**src/rtl/eth_pkg.sv**
```systemverilog
`default_nettype none
// +------------------------------------------------------------------------+
// | Package : eth_pkg                                                        |
// | Purpose : Shared types and constants for the Ethernet receive packer:    |
// |           FSM state encoding, SFD value, minimum frame length and the    |
// |           bit positions of the frame status flags.                       |
// | Rev     : 1.0  initial release                                           |
// +------------------------------------------------------------------------+
package eth_pkg;

  // Receive FSM states.
  typedef enum logic [2:0] {
    ST_IDLE     = 3'd0,
    ST_PREAMBLE = 3'd1,
    ST_DATA     = 3'd2,
    ST_FLUSH    = 3'd3,
    ST_HOLD     = 3'd4,
    ST_DROP     = 3'd5
  } eth_state_e;

  localparam logic [7:0] SFD       = 8'hD5;
  localparam int         MIN_FRAME = 64;

  // Bit positions inside status = {runt, align, ovf, rxerr}.
  localparam int STAT_RXERR = 0;
  localparam int STAT_OVF   = 1;
  localparam int STAT_ALIGN = 2;
  localparam int STAT_RUNT  = 3;

endpackage : eth_pkg
`default_nettype wire

```
**src/rtl/eth_nib2byte.sv**
```systemverilog
`default_nettype none
// +------------------------------------------------------------------------+
// | Module  : eth_nib2byte                                                   |
// | Purpose : Turns the PHY receive stream into bytes. In GMII mode every    |
// |           enabled cycle is a byte; in MII mode two enabled cycles make   |
// |           one byte, low nibble first.                                    |
// | Ports   : clk, rst      - clock, synchronous active-high reset           |
// |           clr           - force the nibble phase back to "low nibble"    |
// |                           for the current sample                         |
// |           en            - current rxd sample belongs to the stream       |
// |           gmii          - 1 = byte per clock, 0 = nibble on rxd[3:0]     |
// |           rxd           - PHY data                                       |
// |           byte_stb      - byte_out is a completed byte this cycle        |
// |           byte_out      - assembled byte                                 |
// |           nib_left      - a low nibble is held waiting for its partner   |
// | Rev     : 1.0  initial release                                           |
// +------------------------------------------------------------------------+
module eth_nib2byte (
  input  logic       clk,
  input  logic       rst,
  input  logic       clr,
  input  logic       en,
  input  logic       gmii,
  input  logic [7:0] rxd,
  output logic       byte_stb,
  output logic [7:0] byte_out,
  output logic       nib_left
);

  logic       phase_q, phase_d;
  logic [3:0] low_q,   low_d;
  logic       phase_eff;

  // The strobe is combinational so the packer can consume the byte on the
  // same clock edge that samples its last nibble.
  always_comb begin
    phase_eff = clr ? 1'b0 : phase_q;
    phase_d   = phase_eff;
    low_d     = low_q;
    byte_stb  = 1'b0;
    byte_out  = rxd;
    if (en) begin
      if (gmii) begin
        byte_stb = 1'b1;
        phase_d  = 1'b0;
      end else if (!phase_eff) begin
        low_d   = rxd[3:0];
        phase_d = 1'b1;
      end else begin
        byte_stb = 1'b1;
        byte_out = {rxd[3:0], low_q};
        phase_d  = 1'b0;
      end
    end
  end

  assign nib_left = phase_q;

  always_ff @(posedge clk) begin
    if (rst) begin
      phase_q <= 1'b0;
      low_q   <= 4'h0;
    end else begin
      phase_q <= phase_d;
      low_q   <= low_d;
    end
  end

endmodule : eth_nib2byte
`default_nettype wire

```
**src/rtl/eth_rx_packer.sv**
```systemverilog
`default_nettype none
// +------------------------------------------------------------------------+
// | Module  : eth_rx_packer                                                  |
// | Purpose : Receives one Ethernet frame from a GMII/MII PHY, strips the    |
// |           preamble/SFD, packs bytes little-endian into DATA_W-bit words  |
// |           written to a buffer, and holds the byte count and status until |
// |           the consumer acknowledges with done.                           |
// | Ports   : clk, rst       - PHY rx clock, synchronous active-high reset   |
// |           gmii           - mode, sampled only while idle                 |
// |           rx_en          - accept new frames                             |
// |           rxdv/rxer/rxd  - PHY receive interface                         |
// |           done           - consumer has taken the held frame             |
// |           wr_en/wr_addr/wr_data - buffer write port                      |
// |           byte_cnt       - frame bytes after SFD (saturates)             |
// |           frame_rdy      - frame complete and held                       |
// |           status         - {runt, align, ovf, rxerr}                     |
// | Rev     : 1.0  initial release                                           |
// +------------------------------------------------------------------------+
module eth_rx_packer
  import eth_pkg::*;
#(
  parameter int DATA_W    = 32,
  parameter int ADDR_W    = 9,
  parameter int MAX_BYTES = 1536
) (
  input  logic              clk,
  input  logic              rst,
  input  logic              gmii,
  input  logic              rx_en,
  input  logic              rxdv,
  input  logic              rxer,
  input  logic [7:0]        rxd,
  input  logic              done,
  output logic              wr_en,
  output logic [ADDR_W-1:0] wr_addr,
  output logic [DATA_W-1:0] wr_data,
  output logic [10:0]       byte_cnt,
  output logic              frame_rdy,
  output logic [3:0]        status
);

  localparam int BPW    = DATA_W / 8;
  localparam int LANE_W = (BPW > 1) ? $clog2(BPW) : 1;

  eth_state_e        state_q,     state_d;
  logic              gmii_q,      gmii_d;
  logic [LANE_W-1:0] lane_q,      lane_d;
  logic [DATA_W-1:0] word_q,      word_d;
  logic              wr_en_q,     wr_en_d;
  logic [ADDR_W-1:0] wr_addr_q,   wr_addr_d;
  logic [DATA_W-1:0] wr_data_q,   wr_data_d;
  logic [10:0]       byte_cnt_q,  byte_cnt_d;
  logic              frame_rdy_q, frame_rdy_d;
  logic [3:0]        status_q,    status_d;

  logic              nib_en;
  logic              nib_clr;
  logic              gmii_eff;
  logic              byte_stb;
  logic [7:0]        byte_out;
  logic              nib_left;
  logic [DATA_W-1:0] merged;

  // In IDLE the mode pin is live (it is being sampled this cycle); once a
  // frame starts the latched copy is used so mid-frame changes are ignored.
  assign gmii_eff = (state_q == ST_IDLE) ? gmii : gmii_q;

  // The IDLE cycle that starts a frame already carries the first preamble
  // nibble/byte, so it is fed to the assembler with the phase forced clear.
  assign nib_en  = rxdv && (((state_q == ST_IDLE) && rx_en) ||
                            (state_q == ST_PREAMBLE) || (state_q == ST_DATA));
  // FLUSH keeps the phase so a stray nibble is still visible for align.
  assign nib_clr = (state_q == ST_IDLE) || (state_q == ST_HOLD) ||
                   (state_q == ST_DROP);

  eth_nib2byte u_nib2byte (
    .clk      (clk),
    .rst      (rst),
    .clr      (nib_clr),
    .en       (nib_en),
    .gmii     (gmii_eff),
    .rxd      (rxd),
    .byte_stb (byte_stb),
    .byte_out (byte_out),
    .nib_left (nib_left)
  );

  // Current word with the incoming byte dropped into its lane. Lanes above
  // lane_q are always zero because word_q is cleared after every write.
  always_comb begin
    merged = word_q;
    for (int i = 0; i < BPW; i++) begin
      if (lane_q == LANE_W'(i)) begin
        merged[8*i +: 8] = byte_out;
      end
    end
  end

  always_comb begin
    state_d     = state_q;
    gmii_d      = gmii_q;
    lane_d      = lane_q;
    word_d      = word_q;
    wr_en_d     = 1'b0;
    wr_addr_d   = wr_addr_q;
    wr_data_d   = wr_data_q;
    byte_cnt_d  = byte_cnt_q;
    frame_rdy_d = frame_rdy_q;
    status_d    = status_q;

    // The address advances in the cycle after each write strobe.
    if (wr_en_q && ((state_q == ST_DATA) || (state_q == ST_FLUSH))) begin
      wr_addr_d = wr_addr_q + ADDR_W'(1);
    end

    case (state_q)
      ST_IDLE: begin
        gmii_d = gmii;
        if (rxdv) begin
          state_d = rx_en ? ST_PREAMBLE : ST_DROP;
        end
      end

      ST_PREAMBLE: begin
        if (!rxdv) begin
          state_d = ST_IDLE;
        end else if (byte_stb && (byte_out == SFD)) begin
          state_d    = ST_DATA;
          byte_cnt_d = 11'd0;
          wr_addr_d  = '0;
          status_d   = 4'h0;
          lane_d     = '0;
          word_d     = '0;
        end
      end

      ST_DATA: begin
        if (rxer) begin
          status_d[STAT_RXERR] = 1'b1;
        end
        if (!rxdv) begin
          state_d = ST_FLUSH;
          if (lane_q != '0) begin
            wr_en_d   = 1'b1;
            wr_data_d = word_q;
          end
        end else if (byte_stb) begin
          if (byte_cnt_q == 11'(MAX_BYTES)) begin
            status_d[STAT_OVF] = 1'b1;
          end else begin
            byte_cnt_d = byte_cnt_q + 11'd1;
            if (lane_q == LANE_W'(BPW - 1)) begin
              wr_en_d   = 1'b1;
              wr_data_d = merged;
              lane_d    = '0;
              word_d    = '0;
            end else begin
              lane_d = lane_q + LANE_W'(1);
              word_d = merged;
            end
          end
        end
      end

      ST_FLUSH: begin
        state_d               = ST_HOLD;
        frame_rdy_d           = 1'b1;
        status_d[STAT_ALIGN]  = nib_left && !gmii_q;
        status_d[STAT_RUNT]   = (byte_cnt_q < 11'(MIN_FRAME));
      end

      ST_HOLD: begin
        if (done) begin
          frame_rdy_d = 1'b0;
          state_d     = rxdv ? ST_DROP : ST_IDLE;
        end
      end

      ST_DROP: begin
        if (!rxdv) begin
          state_d = ST_IDLE;
        end
      end

      default: begin
        state_d = ST_IDLE;
      end
    endcase
  end

  always_ff @(posedge clk) begin
    if (rst) begin
      state_q     <= ST_IDLE;
      gmii_q      <= 1'b0;
      lane_q      <= '0;
      word_q      <= '0;
      wr_en_q     <= 1'b0;
      wr_addr_q   <= '0;
      wr_data_q   <= '0;
      byte_cnt_q  <= 11'd0;
      frame_rdy_q <= 1'b0;
      status_q    <= 4'h0;
    end else begin
      state_q     <= state_d;
      gmii_q      <= gmii_d;
      lane_q      <= lane_d;
      word_q      <= word_d;
      wr_en_q     <= wr_en_d;
      wr_addr_q   <= wr_addr_d;
      wr_data_q   <= wr_data_d;
      byte_cnt_q  <= byte_cnt_d;
      frame_rdy_q <= frame_rdy_d;
      status_q    <= status_d;
    end
  end

  assign wr_en     = wr_en_q;
  assign wr_addr   = wr_addr_q;
  assign wr_data   = wr_data_q;
  assign byte_cnt  = byte_cnt_q;
  assign frame_rdy = frame_rdy_q;
  assign status    = status_q;

endmodule : eth_rx_packer
`default_nettype wire
```
**config.mk**
```make
export PLATFORM = sky130hd
export DESIGN_NAME = eth_rx_packer
export DESIGN_NICKNAME = d
export VERILOG_FILES = /design/src/rtl/eth_pkg.sv /design/src/rtl/eth_nib2byte.sv /design/src/rtl/eth_rx_packer.sv
export SDC_FILE = /design/constraint.sdc
export NUM_CORES = 1
export LEC_CHECK = 0
export ABC_AREA = 1
export ABC_CLOCK_PERIOD_IN_PS = 2100
export CAP_MARGIN = 20
export CORE_AREA = 3 3 113 115
export CTS_CLUSTER_SIZE = 10
export DETAILED_ROUTE_END_ITERATION = 10
export DIE_AREA = 0 0 116 118
export PLACE_DENSITY_LB_ADDON = 0.25
export SYNTH_ARGS = -nofsm -noshare
export SYNTH_HDL_FRONTEND = slang
export SYNTH_SLANG_ARGS = --single-unit
```
**constraint.sdc**
```tcl
create_clock -name clk -period 2.1 [get_ports clk]
set_input_delay 0.42 -clock clk [delete_from_list [all_inputs] [get_ports clk]]
set_output_delay 0.42 -clock clk [all_outputs]
set_load 0.02 [all_outputs]
```
==> metrics, run 1 <==
status=finished with violations; violated checks=negative setup slack; CP Capture Type=flip-flop; worst hold slack=0.4476 ns; Post-synth EDFFs=0; CTS Buf Count=9; Total Power=0.005618 W; total grt overflow=0; most common cell in the synthesized netlist=nand2_1; cell taking the most area after synthesis=dfxtp_1; vias=4,982; clk sinks=101; Rows=40; GPL Wtd Cong=0.8861; first-pass GRT wire length=22,890 um; CORE AREA=11,910 um^2; CTS Root Cell=clkbuf_16; prevailing post-synth register cell=dfxtp_1; cell family with most CP delay=buffers and inverters; vias in the first global route=4,725; latest clock arrival within the worst-skew pair=0.36 ns; Relative slew margins=0.6980; top cells by area, synth=dfxtp_1 43%, nand2_1 15%, a21oi_1 8.6%, o21ai_0 7.4%, inv_1 4.8%; Mapped Area=4738 um^2; RSZ-0062 raised after global routing=yes; Initial Utilization=0.3978; Internal=0.003735 W; CP Launch Type=input pin; first-pass detailed-route iteration total=5; Die X=116 um; number of remaining DRC errors=0; fin crit period=2.258 ns; Die Height=118 um; setup ws final=-0.1585 ns; Reg power frac=0.370; placed cell area=6060 um^2; H-tree levels=3; Ys Warns=0; die footprint=13,690 um^2; P&R area growth vs syn=45.21%; initial DRC count=361; Crit Path Max Fanout=11; Setup Slack @ Placement=-0.5767 ns; CP max stage delay=0.50 ns; Max VDD drop=0.4989 mV; Tot GR Track Use=0.2091; WP data required=2.39 ns; fin crit share=1.075; adder-cell area share of the yosys netlist=0.01848; pin count of the biggest net entering global routing=33; Avg Synthesized Cell Area=7.030 um^2; fmax=442.8 MHz; largest family of logic cells by synthesized area=simple AND/OR/NAND/NOR gates; IO Count=73; most frequent CP cell=buf_4; worst path buffer plus inverter count=8; share of cells above drive strength 1=0.2377; Syn Inst Count=674; mux cell area share after synthesis=0.002112; port bufs=72; Worst Hold Class=flip-flop to flip-flop; Slew Limit Fails=0; antenna cells=0; Synth Area in Compound Gates=0.1727; final wirelength=14,410 um; antenna-violating nets left=0; Psw=0.001882 W; leakage=2.741 nW; #FFs+latches synth=101; FFs w/ async S/R, synth=0; initial antenna violation count=0; Synth Area in XOR/XNOR=0.02033; Post-Synth Simple-Gate Area=0.2767; Worst-Margin Slew=0.4525 ns; slowest CP cell=clkdlybuf4s50_1; part of the power in the clock network=0.314; Final Skew=0.008530 ns; Post-layout nets=833; share of the synthesized area in the top cell type=0.4267; Sw Share=0.3351; # setup viols final=89; clock tree buffer depth=2; CP Class=input pin to flip-flop; combinational share of power=0.315; CP Data Arrival Time=2.55 ns; drt wl/cell=14.96 um; Final Hold Viols=0; sequential area share after synthesis=0.4267; Clk pin slew, worst setup/hold paths=0.08 ns; max_cap viols=0; Yosys cell types=40; leading cell types by count after synthesis=186 x nand2_1, 101 x dfxtp_1, 81 x a21oi_1, 70 x o21ai_0, 60 x inv_1; hpwl dp=9624 um; CTS tree=yes; Power Dens Cells=816.5 nW/um^2; Vias per Instance=5.173; ordered cell list for the critical path=clkdlybuf4s50_1 -> nand4_1 -> nand2_2 -> buf_12 -> nand2_2 -> buf_4 -> o21ai_0 -> nand2_1 -> buf_4 -> buf_4 -> buf_4 -> buf_4 -> buf_4 -> nor2_1; Core Util, Final=0.5776; syn nets=696; post-route cell area=6880 um^2
-- sequential cells by signal (all words and copies together), names as in the netlist --
signal,flops
word_q,32
wr_data,32
byte_cnt,11
wr_addr,9
status,4
u_nib2byte.low_q,4
state_q,3
lane_q,2
frame_rdy,1
gmii_q,1
u_nib2byte.nib_left,1
wr_en,1
-- power groups by stage --
| stage | clock network [W] | logic, W | registers (W) |
|---|---|---|---|
| floorplan | 0 | 0.000775 | 0.00212 |
| global placement | 0 | 0.00138 | 0.00211 |
| detailed placement | 0 | 0.00139 | 0.00211 |
| CTS | 0.00181 | 0.00159 | 0.00208 |
| global route | 0.00190 | 0.00194 | 0.00209 |
| finish | 0.00176 | 0.00177 | 0.00208 |
-- cell type report --
class | instances | area, um^2
Fill cell | 1125 | 5031
Inverter | 64 | 252.7
Sequential cell | 101 | 2031
Clock inverter | 7 | 91.34
Tap cell | 147 | 183.9
Timing Repair Buffer | 155 | 1456
Multi-Input combinational cell | 480 | 2640
Clock buffer | 9 | 225.2
-- tightest hold or removal path, stage by stage (launching register included) --
cell,delay [ns]
dfxtp_1,0.31
inv_1,0.06
nor3_2,0.04
-- placed cells by master (no fill, tap or decap), types with 10 or more instances in the layout --
cell type	synthesis	routed
dfxtp_1	101	98
clkdlybuf4s50_1	0	71
inv_1	60	51
buf_4	1	70
o21ai_0	70	59
a21oi_1	81	58
nand3_1	23	15
nand2_1	186	170
nand3_2	2	10
nand2_2	8	20
a21oi_2	1	22
nor2_1	40	39
o21ai_1	0	10
-- logic make-up (layout without fill, tap and decap cells) --
kind of cell / after synthesis / after routing
multiplexers: 1 / 1
AO/OA/AOI/OAI: 159 / 159
XOR/XNOR: 11 / 11
AND/OR/NAND/NOR: 301 / 302
buffers and inverters: 94 / 235
flip-flops: 101 / 101
adder cells (fa/ha/maj): 7 / 7
-- stage by stage --
stage / std cells / TNS (ns)
6_report: 963 / -7.333
2_1_floorplan: 674 / 0
5_1_grt: 963 / -21.26
4_1_cts: 957 / -4.221
3_5_place_dp: 927 / -44.54
3_3_place_gp: 927 / -42.58
-- what timing repair did --
item,4_1_cts,5_1_grt
hold buffers,0,0
endpoints found under the setup margin,93,94
setup buffers,13,7
pin swaps,18,14
gates cloned,1,0
resized for setup,53,56
-- final timing paths --
| check | endpoint | startpoint | slack (ns) | cells past startpoint |
|---|---|---|---|---|
| worst max-delay path | wr_en | rx_en | -0.16 | 14 |
| worst min-delay path | word_q[29] | word_q[29] | 0.45 | 2 |
| worst max register to register | wr_en | state_q[1] | -0.14 | 15 |
| worst min register to register | word_q[29] | word_q[29] | 0.45 | 2 |
-- metal layers --
metal,GRT usage,up-vias,part of all wire,routed length [um]
met5,0,-,0,0
met4,0.07542,0,0.024,347
met3,0.04833,36,0.046,658
met2,0.3392,138,0.48,6920
met1,0.2693,2334,0.45,6478
li1,-,2474,-,-
Note: power is estimated with default switching activity, not from simulation.
==> inputs of run 2 (changes only) <==
--- a/config.mk
+++ b/config.mk
@@ -7,7 +7,7 @@
 export LEC_CHECK = 0
 export ABC_AREA = 1
 export ABC_CLOCK_PERIOD_IN_PS = 2100
-export CAP_MARGIN = 20
+export CAP_MARGIN = 15
 export CORE_AREA = 3 3 113 115
 export CTS_CLUSTER_SIZE = 10
 export DETAILED_ROUTE_END_ITERATION = 10
==> results of run 2 <==
Final layout, timing and power as in run 1 (identical DEF).
==> inputs of run 3 (changes only) <==
--- a/config.mk
+++ b/config.mk
@@ -8,11 +8,13 @@
 export ABC_AREA = 1
 export ABC_CLOCK_PERIOD_IN_PS = 2100
 export CAP_MARGIN = 15
-export CORE_AREA = 3 3 113 115
+export CORE_AREA = 3 3 120 122
 export CTS_CLUSTER_SIZE = 10
 export DETAILED_ROUTE_END_ITERATION = 10
-export DIE_AREA = 0 0 116 118
+export DIE_AREA = 0 0 123 125
+export MAX_ROUTING_LAYER = met4
 export PLACE_DENSITY_LB_ADDON = 0.25
 export SYNTH_ARGS = -nofsm -noshare
 export SYNTH_HDL_FRONTEND = slang
+export SYNTH_HIERARCHICAL = 1
 export SYNTH_SLANG_ARGS = --single-unit
==> metrics, run 3 <==
WHS Path Cells=2; most frequent CP cell=nand2_2; die footprint=15,380 um^2; fmax=388.2 MHz; combinational share of power=0.394; Yosys cell types=37; status=finished with violations; CP Data Arrival Time=2.82 ns; most common cell in the synthesized netlist=nand2_1; CTS tree=yes; fin crit share=1.227; cell taking the most area after synthesis=dfxtp_1; HP Start=word_q[24]; syn nets=874; CTS Root Cell=clkbuf_16; top cells by area, synth=dfxtp_1 38%, nand2_1 20%, nor2_1 12%, inv_1 5.3%, a21oi_1 4.3%; sequential area share after synthesis=0.3763; Hold Path End=word_q[24]; total grt overflow=0; leading cell types by count after synthesis=280 x nand2_1, 175 x nor2_1, 101 x dfxtp_1, 76 x inv_1, 46 x a21oi_1; Initial Utilization=0.4041; leakage=3.086 nW; Slew Limit Fails=0; slowest CP cell=dfxtp_4; most frequent cells in the layout=241 x nand2_1, 168 x nor2_1, 98 x dfxtp_1; violated checks=negative setup slack; ordered cell list for the critical path=nor3_4 -> inv_2 -> o21ai_4 -> inv_2 -> nor2_4 -> nand2_4 -> o21ai_4 -> nand2_1 -> nor2_2 -> nand3_2 -> nand2_2 -> nand2_2 -> nor2_4 -> clkbuf_16 -> nand2_2 -> nand2_1 -> nor2_1; final wirelength=14,600 um; initial antenna violation count=0; max_cap viols=0; Final Hold Viols=0; placed cell area=6698 um^2; post-route cell area=7555 um^2; Die X=123 um; share of cells above drive strength 1=0.2043; first-pass detailed-route iteration total=5; setup TNS=-31.65 ns; first-pass GRT wire length=23,470 um; initial DRC count=325; latest clock arrival within the worst-skew pair=0.35 ns; Avg Synthesized Cell Area=6.306 um^2; FFs w/ async S/R, synth=0; # fillers=1,287; hpwl dp=9575 um; Post-synth EDFFs=0; Internal=0.004204 W; Rows=42; Worst-Margin Slew=0.9215 ns; Mapped Area=5373 um^2; CORE AREA=13,300 um^2; CTS Buf Count=9; CP max stage delay=0.37 ns; leading cell type in the layout, fill and taps excluded=nand2_1; Crit Path Max Fanout=8; Final Skew=0.005273 ns; Vias per Instance=4.686; Syn Inst Count=852; IO Count=73; port bufs=72; Power Dens Cells=855.8 nW/um^2; setup ws final=-0.4760 ns; Reg2Reg Depth=17; r2r endpoint=word_q[15]; Relative slew margins=0.3850; #FFs+latches synth=101; WP data required=2.34 ns; CP Launch Type=flip-flop; vias in the first global route=4,911; fin crit period=2.576 ns; antenna-violating nets left=0; Sw Share=0.3498; R2R Path Start=state_q[2]; Tot GR Track Use=0.1939; reg-to-reg setup timing slack=-0.48 ns; part of the power in the clock network=0.262; clk sinks=101; prevailing post-synth register cell=dfxtp_1; antenna cells=0; Ys Warns=6; clock tree buffer depth=2; Post-layout nets=1,001; drt wl/cell=12.58 um; Die Height=125 um; pin count of the biggest net entering global routing=56; vias=5,436; Max VDD drop=0.4765 mV; P&R area growth vs syn=40.61%; number of remaining DRC errors=0; RSZ-0062 raised after global routing=yes; GPL Wtd Cong=0.8510; share of the synthesized area in the top cell type=0.3763; # setup viols final=93; Clk pin slew, worst setup/hold paths=0.07 ns; CP Class=flip-flop to flip-flop; CP Capture Type=flip-flop; H-tree levels=3; Worst Hold Class=flip-flop to flip-flop; Reg power frac=0.343; Psw=0.002262 W
run 3: critical path: cells and delay by family (launching register included):
kind / cells / cell delay, ns
and+or+nand+nor: 12 / 1.37
buffers and inverters: 3 / 0.39
DFF: 1 / 0.37
AOI/OAI and AO/OA: 2 / 0.33
run 3: metal layers:
metal / up-vias / routed length [um] / GRT usage
met5: - / 0 / -
met4: 0 / 250 / 0.06319
met3: 18 / 657 / 0.03794
met2: 119 / 6524 / 0.2837
met1: 2410 / 7165 / 0.2689
li1: 2889 / - / -
run 3: worst max-delay path by stage:
stage	depth (start not counted)	endpoint	startpoint
floorplan	19	word_q[10]	rxdv
global placement	17	wr_addr[8]	rx_en
detailed placement	17	wr_addr[8]	rx_en
CTS	20	word_q[9]	state_q[0]
global route	17	word_q[7]	state_q[2]
finish	17	word_q[15]	state_q[2]
run 3: area by class of cell:
cell class | instances | area (um^2) | share of cell area
Multi-Input combinational cell | 635 | 3181 | 0.4210
Sequential cell | 101 | 2031 | 0.2688
Timing Repair Buffer | 153 | 1521 | 0.2014
Inverter | 79 | 301.5 | 0.03991
Clock buffer | 10 | 239.0 | 0.03163
Tap cell | 176 | 220.2 | 0.02915
Clock inverter | 6 | 61.31 | 0.008115
run 3: logic make-up (layout without fill, tap and decap cells):
logic type	Yosys count	count (layout)	share of synthesized area
muxes	5	5	0.01048
adders and majority gates	7	7	0.01630
buffers and inverters	117	248	0.09199
AOI/OAI and AO/OA	89	89	0.08943
DFF	101	101	0.3763
and+or+nand+nor	524	525	0.4008
xor gates and xnor gates	9	9	0.01467
run 3: repair_timing:
action                                  in CTS  in global routing
pin swaps                                    8                 25
resized for setup                           40                 70
hold buffers                                 0                  0
gates cloned                                 3                  2
setup buffers                               12                  7
endpoints found under the setup margin      93                 94
run 3: per-stage QoR:
step	util	cells	total power [W]	worst slack [ns]	hold WS [ns]
4_1_cts	0.5469	1154	0.006189	-0.3841	0.4261
6_report	0.5682	1160	0.006465	-0.4760	0.4256
3_3_place_gp	0.5038	1124	0.004231	-0.6221	0.4117
5_1_grt	0.5682	1160	0.006897	-0.6323	0.4466
2_1_floorplan	-	852	0.003624	-0.3335	0.4048
3_5_place_dp	0.5038	1124	0.004249	-0.6947	0.4140
run 3: power by group through the flow:
stage	Sequential, W	Clock, W	Combinational, W
floorplan	0.00222	0	0.00141
global placement	0.00224	0	0.00199
detailed placement	0.00225	0	0.00200
CTS	0.00221	0.00175	0.00223
global route	0.00224	0.00182	0.00284
finish	0.00222	0.00169	0.00255
